File: src/rtl/spcm_line_cache_if.sv
// Bus-side port bundle for spcm_line_cache.
// Read handshake: the master raises bus_cs with bus_addr and holds both
// stable until the one-cycle bus_ack pulse; bus_dout is meaningful only
// while bus_ack=1 (and is driven to zero otherwise). flush is a one-cycle
// pulse from the master that invalidates the cached line.
interface spcm_line_cache_if #(
  parameter int ADDR_BITS = 24
);
  logic                 bus_cs;
  logic [ADDR_BITS-1:0] bus_addr;
  logic [31:0]          bus_dout;
  logic                 bus_ack;
  logic                 flush;

  modport master (
    output bus_cs, bus_addr, flush,
    input  bus_dout, bus_ack
  );

  modport slave (
    input  bus_cs, bus_addr, flush,
    output bus_dout, bus_ack
  );
endinterface

File: src/rtl/spcm_line_cache.sv
// Single-line read cache in front of a serial PCM controller (spcm_core).
// A miss refills the whole line with one burst starting at word 0 and then
// answers the request. Optional hit/miss counters are built when the macro
// SPCM_CACHE_STAT_EN is defined; the default build has no counter ports.
// dbg_state exposes the FSM state (0 IDLE, 1 WAIT, 2 FILL, 3 RESP).
module spcm_line_cache #(
  parameter int ADDR_BITS  = 24,
  parameter int LINE_WORDS = 8
) (
  input  logic                 clk,
  input  logic                 rst,
  spcm_line_cache_if.slave     bus,
  output logic                 core_cs,
  output logic [ADDR_BITS-1:0] core_addr,
  output logic                 core_burst,
  input  logic [31:0]          core_dout,
  input  logic                 core_busy,
  input  logic                 core_ack,
`ifdef SPCM_CACHE_STAT_EN
  output logic [31:0]          hit_cnt,
  output logic [31:0]          miss_cnt,
`endif
  output logic [1:0]           dbg_state
);

  localparam int WIDX = $clog2(LINE_WORDS);
  localparam int OFF  = WIDX + 2;
  localparam int TAGW = ADDR_BITS - OFF;

  localparam logic [1:0] S_IDLE = 2'd0;
  localparam logic [1:0] S_WAIT = 2'd1;
  localparam logic [1:0] S_FILL = 2'd2;
  localparam logic [1:0] S_RESP = 2'd3;

  logic [1:0]           state_q, state_d;
  logic                 valid_q, valid_d;
  logic [TAGW-1:0]      tag_q, tag_d;
  logic [WIDX-1:0]      word_q, word_d;
  logic [WIDX-1:0]      fill_cnt_q, fill_cnt_d;
  logic                 flush_pend_q, flush_pend_d;
  logic                 armed_q, armed_d;
  logic                 bus_ack_q, bus_ack_d;
  logic [31:0]          bus_dout_q, bus_dout_d;
  logic                 core_cs_q, core_cs_d;
  logic                 core_burst_q, core_burst_d;
  logic [ADDR_BITS-1:0] core_addr_q, core_addr_d;
  logic [31:0]          mem_q [LINE_WORDS];
`ifdef SPCM_CACHE_STAT_EN
  logic [31:0]          hit_cnt_q, hit_cnt_d;
  logic [31:0]          miss_cnt_q, miss_cnt_d;
`endif

  logic [TAGW-1:0] lk_tag;
  logic [WIDX-1:0] lk_word;
  logic            req, hit, last_ack, burst_end;
  logic            addr_lsb_unused;

  assign lk_tag          = bus.bus_addr[ADDR_BITS-1:OFF];
  assign lk_word         = bus.bus_addr[OFF-1:2];
  assign addr_lsb_unused = ^bus.bus_addr[1:0];
  // A request is only new once bus_cs has been seen low since the last ack.
  assign req       = bus.bus_cs & armed_q;
  // A flush in the same cycle as the lookup forces the miss path.
  assign hit       = req & valid_q & (lk_tag == tag_q) & ~bus.flush;
  assign last_ack  = core_ack & (fill_cnt_q == WIDX'(LINE_WORDS - 1));
  assign burst_end = core_ack & (fill_cnt_q == WIDX'(LINE_WORDS - 2));

  // Next-state logic for the lookup / refill / respond sequence.
  always_comb begin
    state_d      = state_q;
    valid_d      = valid_q;
    tag_d        = tag_q;
    word_d       = word_q;
    fill_cnt_d   = fill_cnt_q;
    flush_pend_d = flush_pend_q;
    armed_d      = armed_q | ~bus.bus_cs;
    bus_ack_d    = 1'b0;
    bus_dout_d   = 32'h0;
    core_cs_d    = 1'b0;
    core_burst_d = core_burst_q;
    core_addr_d  = core_addr_q;
`ifdef SPCM_CACHE_STAT_EN
    hit_cnt_d    = hit_cnt_q;
    miss_cnt_d   = miss_cnt_q;
`endif
    case (state_q)
      S_IDLE: begin
        if (bus.flush) valid_d = 1'b0;
        if (hit) begin
          bus_ack_d  = 1'b1;
          bus_dout_d = mem_q[lk_word];
          armed_d    = 1'b0;
        end else if (req) begin
          valid_d      = 1'b0;
          tag_d        = lk_tag;
          word_d       = lk_word;
          fill_cnt_d   = '0;
          flush_pend_d = 1'b0;
          state_d      = S_WAIT;
          if (!core_busy) begin
            core_cs_d    = 1'b1;
            core_burst_d = 1'b1;
            core_addr_d  = {lk_tag, {OFF{1'b0}}};
            state_d      = S_FILL;
          end
        end
      end
      S_WAIT: begin
        if (bus.flush) flush_pend_d = 1'b1;
        if (!core_busy) begin
          core_cs_d    = 1'b1;
          core_burst_d = 1'b1;
          core_addr_d  = {tag_q, {OFF{1'b0}}};
          state_d      = S_FILL;
        end
      end
      S_FILL: begin
        if (bus.flush) flush_pend_d = 1'b1;
        if (core_ack) fill_cnt_d = fill_cnt_q + WIDX'(1);
        if (burst_end) core_burst_d = 1'b0;
        if (last_ack) begin
          // The requested word may be the one arriving right now.
          valid_d    = ~(flush_pend_q | bus.flush);
          bus_ack_d  = 1'b1;
          bus_dout_d = (word_q == fill_cnt_q) ? core_dout : mem_q[word_q];
          armed_d    = 1'b0;
          state_d    = S_RESP;
        end
      end
      default: begin
        if (bus.flush) valid_d = 1'b0;
        state_d = S_IDLE;
      end
    endcase
`ifdef SPCM_CACHE_STAT_EN
    if (bus_ack_d && state_q == S_IDLE && hit_cnt_q != 32'hFFFF_FFFF)
      hit_cnt_d = hit_cnt_q + 32'd1;
    if (core_cs_d && miss_cnt_q != 32'hFFFF_FFFF)
      miss_cnt_d = miss_cnt_q + 32'd1;
`endif
  end

  // Control and output registers.
  always_ff @(posedge clk) begin
    if (rst) begin
      state_q      <= S_IDLE;
      valid_q      <= 1'b0;
      tag_q        <= '0;
      word_q       <= '0;
      fill_cnt_q   <= '0;
      flush_pend_q <= 1'b0;
      armed_q      <= 1'b1;
      bus_ack_q    <= 1'b0;
      bus_dout_q   <= 32'h0;
      core_cs_q    <= 1'b0;
      core_burst_q <= 1'b0;
      core_addr_q  <= '0;
`ifdef SPCM_CACHE_STAT_EN
      hit_cnt_q    <= 32'h0;
      miss_cnt_q   <= 32'h0;
`endif
    end else begin
      state_q      <= state_d;
      valid_q      <= valid_d;
      tag_q        <= tag_d;
      word_q       <= word_d;
      fill_cnt_q   <= fill_cnt_d;
      flush_pend_q <= flush_pend_d;
      armed_q      <= armed_d;
      bus_ack_q    <= bus_ack_d;
      bus_dout_q   <= bus_dout_d;
      core_cs_q    <= core_cs_d;
      core_burst_q <= core_burst_d;
      core_addr_q  <= core_addr_d;
`ifdef SPCM_CACHE_STAT_EN
      hit_cnt_q    <= hit_cnt_d;
      miss_cnt_q   <= miss_cnt_d;
`endif
    end
  end

  // Line data: written in fill order, never cleared.
  always_ff @(posedge clk) begin
    if (!rst && state_q == S_FILL && core_ack) mem_q[fill_cnt_q] <= core_dout;
  end

  assign bus.bus_ack  = bus_ack_q;
  assign bus.bus_dout = bus_dout_q;
  assign core_cs      = core_cs_q;
  assign core_burst   = core_burst_q;
  assign core_addr    = core_addr_q;
  assign dbg_state    = state_q;
`ifdef SPCM_CACHE_STAT_EN
  assign hit_cnt      = hit_cnt_q;
  assign miss_cnt     = miss_cnt_q;
`endif

endmodule

File: src/flat_wrapper.sv
// flat-port wrapper written by rule: the top's interface ports become plain ports
module spcm_line_cache_flat 
#(
  parameter int ADDR_BITS  = 24,
  parameter int LINE_WORDS = 8
)
  (clk, rst, core_cs, core_addr, core_burst, core_dout, core_busy, core_ack, dbg_state, bus_bus_cs, bus_bus_addr, bus_flush, bus_bus_dout, bus_bus_ack);
  spcm_line_cache_if #(.ADDR_BITS(ADDR_BITS)) bus_i ();
  input  logic clk;
  input  logic rst;
  output logic core_cs;
  output logic [ADDR_BITS-1:0] core_addr;
  output logic core_burst;
  input  logic [31:0] core_dout;
  input  logic core_busy;
  input  logic core_ack;
  output logic [1:0] dbg_state;
  input wire logic [$bits(bus_i.bus_cs)-1:0] bus_bus_cs;
  input wire logic [$bits(bus_i.bus_addr)-1:0] bus_bus_addr;
  input wire logic [$bits(bus_i.flush)-1:0] bus_flush;
  output wire logic [$bits(bus_i.bus_dout)-1:0] bus_bus_dout;
  output wire logic [$bits(bus_i.bus_ack)-1:0] bus_bus_ack;
  assign bus_i.bus_cs = bus_bus_cs;
  assign bus_i.bus_addr = bus_bus_addr;
  assign bus_i.flush = bus_flush;
  assign bus_bus_dout = bus_i.bus_dout;
  assign bus_bus_ack = bus_i.bus_ack;
  spcm_line_cache #(.ADDR_BITS(ADDR_BITS), .LINE_WORDS(LINE_WORDS)) u_core (.clk(clk), .rst(rst), .bus(bus_i), .core_cs(core_cs), .core_addr(core_addr), .core_burst(core_burst), .core_dout(core_dout), .core_busy(core_busy), .core_ack(core_ack), .dbg_state(dbg_state));
endmodule
File: config.mk
export PLATFORM = sky130hd
export DESIGN_NAME = spcm_line_cache_flat
export DESIGN_NICKNAME = d
export VERILOG_FILES = /design/src/rtl/spcm_line_cache_if.sv /design/src/rtl/spcm_line_cache.sv /design/src/flat_wrapper.sv
export SDC_FILE = /design/constraint.sdc
export NUM_CORES = 1
export LEC_CHECK = 0
export ABC_AREA = 1
export ABC_CLOCK_PERIOD_IN_PS = 8350
export BUFFER_PORTS_ARGS = -buffer_cell sky130_fd_sc_hd__buf_2
export CAP_MARGIN = 10
export CORE_UTILIZATION = 40
export CTS_CLUSTER_DIAMETER = 100
export DETAILED_ROUTE_END_ITERATION = 6
export GPL_ROUTABILITY_DRIVEN = 0
export PLACE_DENSITY = 0.61
export SLEW_MARGIN = 10
export SYNTH_ARGS = -nofsm -noshare
export SYNTH_HDL_FRONTEND = slang
export SYNTH_SLANG_ARGS = --single-unit
export TNS_END_PERCENT = 20
File: constraint.sdc
create_clock -name clk -period 8.35 [get_ports clk]
set_input_delay 0.835 -clock clk [delete_from_list [all_inputs] [get_ports clk]]
set_output_delay 0.835 -clock clk [all_outputs]
set_load 0.02 [all_outputs]
==> results of run 1 <==
==> layout make-up <==
type / count / area (sq um) / share of cell area (%)
clock inverter: 20 / 160 / 0.855
clock buffer: 53 / 1120 / 5.99
tap: 532 / 666 / 3.55
multi-input combinational: 1197 / 5840 / 31.2
sequential: 343 / 9430 / 50.4
timing repair buffer: 137 / 746 / 3.98
inverter: 202 / 761 / 4.06
==> final timing paths <==
check / start / to / slack [ns]
max: bus_bus_addr[2] / u_core.bus.bus_dout[5]$_SDFF_PP0_ / 5.09
min: u_core.flush_pend_q$_SDFFE_PP0P_ / u_core.flush_pend_q$_SDFFE_PP0P_ / 0.47
max reg2reg: flip-flop / u_core.bus.bus_dout[6]$_SDFF_PP0_ / 5.29
min reg2reg: u_core.flush_pend_q$_SDFFE_PP0P_ / u_core.flush_pend_q$_SDFFE_PP0P_ / 0.47
==> metal layers <==
layer | GRT usage [%] | wire length, um | vias up
met5 | 0 | 42 | -
li1 | - | - | 6519
met1 | 26.6 | 18300 | 6276
met4 | 8.31 | 1260 | 8
met2 | 34.8 | 21100 | 444
met3 | 4.56 | 3210 | 101
==> registers in the layout (all words and copies together), names as in the netlist, named ones only <==
signal,count
u_core.word_q,3
u_core.fill_cnt_q,3
u_core.bus.bus_ack,1
u_core.mem_q,256
u_core.flush_pend_q,1
u_core.armed_q,1
u_core.bus.bus_dout,32
u_core.valid_q,1
u_core.tag_q,19
u_core.core_cs,1
u_core.core_addr,19
u_core.core_burst,1
u_core.dbg_state,2
==> cell usage in the layout (no fill, tap or decap), types with 5 or more instances in the layout <==
master / synthesis / final
nand3_1: 132 / 131
clkbuf_16: 0 / 41
clkbuf_8: 0 / 5
nand2_1: 300 / 300
ha_1: 8 / 8
dfxtp_1: 87 / 85
nand4_1: 10 / 10
nor2_1: 166 / 157
inv_1: 195 / 194
nor2_4: 1 / 10
clkbuf_1: 87 / 7
a21oi_1: 238 / 238
buf_4: 9 / 24
edfxtp_1: 256 / 256
inv_2: 5 / 5
clkinv_1: 1 / 9
conb_1: 1 / 5
buf_2: 30 / 113
o21ai_1: 5 / 5
o211ai_1: 94 / 94
clkinv_2: 1 / 9
o21ai_0: 225 / 225
==> per-stage QoR <==
step	total power, mW	utilization [%]
final	4.88	45.9
after global routing	5.16	45.9
after CTS	4.92	45.9
after detailed placement	3.23	42.7
after global placement	3.20	42.7
after floorplan	2.93	-
==> worst reg2reg max path: stages, from the launching register on <==
cell,delay (ns)
dfxtp_2,0.31
buf_4,0.75
inv_2,0.52
buf_4,0.48
a21oi_1,0.23
o21ai_0,0.11
nand3_1,0.15
nand3_1,0.08
o211ai_1,0.11
a21oi_1,0.16
==> logic make-up (layout without fill, tap and decap cells) <==
kind of cell | Yosys count | in the layout | synth area share [%]
AOI/OAI and AO/OA | 565 | 565 | 18.5
xor gates and xnor gates | 3 | 3 | 0.159
adders and majority gates | 8 | 8 | 0.604
buffers and inverters | 339 | 412 | 8.35
DFF | 343 | 343 | 56.9
other | 1 | 5 | 0.0226
and+or+nand+nor | 616 | 616 | 15.4
==> where the power goes <==
group / switching (mW) / internal (mW)
Combinational: 0.836 / 0.353
Clock: 0.696 / 0.981
Sequential: 0.0696 / 1.95
Total: 1.60 / 3.28
==> impl_results.md, run 1 <==
* Yosys top cell area share at 46.4%
* CTS tree: done
* Final Critical Period at 3.26 ns
* Wirelength, routed at 43,900 um
* Placed Instances at 2,411
* Most instantiated cells after synthesis: nand2_1, edfxtp_1, a21oi_1
* GR Overflow Total at 0
* Synth Warn # at 0
* Net count, final at 1,991
* Mapped Area at 16,600 sq um
* Rows at 74
* Ports at 123
* Post-route cell area at 18,700 sq um
* Max-slew violations at 0
* Post-synthesis instance total at 1,875
* WL per Instance at 17.7 um
* R2R depth at 9
* Iter 0 DRT Violations at 943
* Share of cells above drive strength 1 at 11.3%
* Area Growth Syn to Fin at 13.1%
* RSZ-0062 raised after global routing: no
* Hpwl dp at 23,300 um
* Critical path depth at 9
* Top cells by area, synth: edfxtp_1, dfxtp_1, a21oi_1, o21ai_0, nand2_1
* Worst slew pin tran at 1.20 ns
* Status: finished, final reports clean
* DIE HEIGHT at 205 um
* H-tree levels at 2
* Setup TNS at 0 ns
* Root buf cell: clkbuf_16
* # DRC at 0
* Number of setup buffers added after CTS at 0
* Die area at 42,200 sq um
* Hold Path Depth at 2
* Area leader, netlist: edfxtp_1
* Initial Utilization at 40.6%
* Most common cell in the netlist: nand2_1
* Startpoint Class: input port
* Via-per-instance ratio at 5.37
* Max-cap violations at 0
* Cts hold-fix bufs at 0
* # clock sinks at 343
* Port-buffer cells at 115
* Router iterations before antenna repair at 5
* Pwr Density at 261 nW/um^2
* Crit-path leading delay family: buffers and inverters
* Crit path max fanout at 86
* Tot GR Track Use at 21.0%
* Largest net degree at the start of global routing at 132
* Critical path class: in -> reg
* VDD IR max at 0.208 mV
* Async SR Flop Fraction at 0%
* # setup viols final at 0
* Final cell count without fillers at 2,484
* Fmax at 0.307 GHz
* Slowest stage delay, CP at 0.71 ns
* CP required at 8.75 ns
* Crit end category: flip-flop
* Netlist cell types at 31
* WP data arrival at 3.66 ns
* Clock-pin slew on the worst setup and hold paths at 0.06 ns
* Sequential area share after synthesis at 56.9%
* Clock skew at 0.0213 ns
* EDFF count, synth at 256
* Setup WS post-layout at 5.09 ns
* TritonCTS Buffers at 40
* Clock Path Buffers at 3
* Worst-skew pair later-pin latency at 0.56 ns
* Top FF cell, synth: edfxtp_1
* Worst hold slack at 0.468 ns
* Synth Area per Inst at 8.83 sq um
* P_leak at 7.26 nW
* Dpl ws at 4.56 ns
* First-pass GRT wire length at 68,100 um
* Fillers at 3,824
* Die X at 205 um
* CP Cell Sequence: buf_4, clkinv_2, buf_4, nor2_1, a21oi_1, o21ai_0, nand2_1, nand3_1, a21oi_1
* Synth Register Bits at 343
* Final Hold Vio Count at 0
* Worst min path class: reg -> reg
* Antenna diode count at 0
* Slew headroom at 20.0%
* Period Utilization, post-route at 39.1%
* Post-DRT Antenna Nets at 0
* Bufs and invs on worst path at 3
* Cts repair resizes at 0
* Initial antenna violation count at 4
* Total number of vias at 13,300
* Core area at 40,800 sq um
* Slowest stage cell, crit path: clkinv_2
* Area post-placement at 17,400 sq um
* Number of global-route vias before repair at 12,600
Power figures use the tool's default switching activity.
==> run 2: changes to the inputs <==
--- a/config.mk
+++ b/config.mk
@@ -6,14 +6,14 @@
 export NUM_CORES = 1
 export LEC_CHECK = 0
 export ABC_AREA = 1
-export ABC_CLOCK_PERIOD_IN_PS = 8350
+export ABC_CLOCK_PERIOD_IN_PS = 2600
 export BUFFER_PORTS_ARGS = -buffer_cell sky130_fd_sc_hd__buf_2
 export CAP_MARGIN = 10
 export CORE_UTILIZATION = 40
 export CTS_CLUSTER_DIAMETER = 100
 export DETAILED_ROUTE_END_ITERATION = 6
 export GPL_ROUTABILITY_DRIVEN = 0
-export PLACE_DENSITY = 0.61
+export PLACE_DENSITY = 0.63
 export SLEW_MARGIN = 10
 export SYNTH_ARGS = -nofsm -noshare
 export SYNTH_HDL_FRONTEND = slang
==> constraint.sdc (replaced) <==
create_clock -name clk -period 2.6 [get_ports clk]
set_input_delay 0.26 -clock clk [delete_from_list [all_inputs] [get_ports clk]]
set_output_delay 0.26 -clock clk [all_outputs]
set_load 0.02 [all_outputs]
==> run 2 against run 1 <==
  * Global-route usage grew 0.76 points
  * Hold slack worse by 0.45 ns
  * Critical path type is now reg -> reg
  * Critical endpoint is now u_core.mem_q[2][3]$_DFFE_PP_
  * Largest cell class unchanged
  * Largest power group unchanged
  * Clock power rose to 3.1 times the previous value
==> impl_results.md, run 2 (synthesized netlist as in run 1, its figures left out) <==
* Wirelength, routed at 46,200 um
* Final cell count without fillers at 2,558
* Largest register by flop count: u_core.mem_q
* Area Growth Syn to Fin at 18.4%
* Clock power share at 33.2%
* Via-per-instance ratio at 5.38
* Placed Instances at 2,434
* Worst-skew pair later-pin latency at 0.56 ns
* Most used cell, CP: inv_1
* Root buf cell: clkbuf_16
* R2R depth at 7
* Hpwl dp at 25,200 um
* Die area at 42,200 sq um
* Commonest non-fill, non-tap cell in the layout: nand2_1
* CP Cell Sequence: inv_1, ha_1, inv_1, nor2_1, nand2_1, nor2_4, buf_12
* DIE HEIGHT at 205 um
* Cts repair resizes at 0
* Clock Path Buffers at 3
* Worst min path class: in -> reg
* Max-cap violations at 0
* Share of cells above drive strength 1 at 12.0%
* CTS tree: done
* Crit-path leading delay family: simple AND/OR/NAND/NOR gates
* Sequential cell area at 9430 sq um
* Hold Path Depth at 1
* Post-DRT Antenna Nets at 0
* Largest net degree at the start of global routing at 89
* Slowest stage delay, CP at 0.42 ns
* CP required at 2.86 ns
* Crit end category: flip-flop
* Status: finished, final reports clean
* Total design power at 15.9 mW
* Iter 0 DRT Violations at 1,158
* Multi-input gate area at 5840 sq um
* Bufs and invs on worst path at 3
* H-tree levels at 2
* Pint at 10.6 mW
* Period Utilization, post-route at 83.0%
* Util after Layout at 48.0%
* Initial Utilization at 40.6%
* Slowest stage cell, crit path: nor2_4
* Worst slew pin tran at 0.741 ns
* Net switching power at 5.31 mW
* Clock skew at 0.0136 ns
* R2R Path End: u_core.mem_q[2][3]$_DFFE_PP_
* GR Overflow Total at 0
* Rows at 74
* Fmax at 0.464 GHz
* Worst setup startpoint: u_core.dbg_state[0]$_SDFFE_PP0P_
* Total number of vias at 13,800
* Final Hold Vio Count at 0
* Port-buffer cells at 115
* # setup viols final at 0
* Ports at 123
* Startpoint Class: flip-flop
* Dpl ws at 0.434 ns
* TritonCTS Buffers at 39
* VDD IR max at 0.629 mV
* Tot GR Track Use at 21.7%
* Post-route cell area at 19,600 sq um
* RSZ-0062 raised after global routing: no
* RR Startpoint: u_core.dbg_state[0]$_SDFFE_PP0P_
* First-pass GRT wire length at 70,500 um
* Crit path max fanout at 16
* Startpoint of the worst hold path: core_dout[2]
* Commonest cells after routing, fill and taps aside: nand2_1, edfxtp_1, a21oi_1, o21ai_0, inv_1
* WP data arrival at 2.41 ns
* Core area at 40,800 sq um
* P_leak at 7.64 nW
* # DRC at 0
* Router iterations before antenna repair at 7
* Setup WS post-layout at 0.443 ns
* # clock sinks at 343
* Max reg flops at 256
* Net count, final at 2,063
* Area post-placement at 17,900 sq um
* Sw Share at 33.3%
* Sequential share of power at 40.8%
* FF-to-FF setup slack at 0.44 ns
* Max-slew violations at 0
* Hold Path Sink: u_core.mem_q[1][2]$_DFFE_PP_
* Logic pwr share at 26.1%
* Fillers at 3,740
* Critical path class: reg -> reg
* Final Critical Period at 2.16 ns
* WL per Instance at 18.0 um
* Pwr Density at 812 nW/um^2
* Die X at 205 um
* Slew headroom at 50.6%
* Clock-pin slew on the worst setup and hold paths at 0.06 ns
* Initial antenna violation count at 3
* Number of global-route vias before repair at 12,700
-- run 2: repair_timing --
item | CTS | global route
hold buffers | 50 | 0
hold endpoints to repair | 256 | 0
setup buffers | 0 | 0
-- run 2: stage by stage --
stage,hold WS [ns],TNS (ns)
after CTS,0.00163,0
after global placement,0.449,0
after floorplan,0.359,-48.87
final,0.0152,0
after detailed placement,0.464,0
after global routing,0.00507,0
-- run 2: power by group through the flow --
stage | Sequential [mW] | Clock [mW] | Combinational, mW
after floorplan | 6.72 | 0 | 2.70
after global placement | 6.58 | 0 | 3.97
after detailed placement | 6.60 | 0 | 4.05
after CTS | 6.49 | 5.39 | 4.14
after global routing | 6.53 | 5.61 | 4.63
final | 6.49 | 5.28 | 4.15
-- run 2: how the worst max path moves through the flow --
stage                                         to  slack, ns  cells after the start
6_report            u_core.mem_q[2][3]$_DFFE_PP_       0.44                      7
3_3_place_gp   u_core.bus.bus_dout[3]$_SDFF_PP0_       0.48                     11
2_1_floorplan       u_core.mem_q[0][0]$_DFFE_PP_      -0.29                      5
5_1_grt        u_core.bus.bus_dout[3]$_SDFF_PP0_       0.27                     11
4_1_cts            u_core.mem_q[2][29]$_DFFE_PP_       0.43                      7
3_5_place_dp        u_core.mem_q[2][2]$_DFFE_PP_       0.43                      7
-- run 2: metal layers --
metal  wire [um]  GRT usage [%]  part of all wire (%)
met1       19400           28.5                    42
met2       22000           35.7                    48
met3        3640           4.36                   7.9
met4        1170           7.59                   2.5
met5          14              0                 0.030
-- run 2: final cells by class --
type,instances,share of cell area (%)
Antenna cell,2,0.0255
Clock buffer,45,5.09
Clock inverter,27,1.15
Inverter,202,3.88
Multi-Input combinational cell,1197,29.8
Sequential cell,343,48.1
Tap cell,532,3.39
Timing Repair Buffer,210,8.58
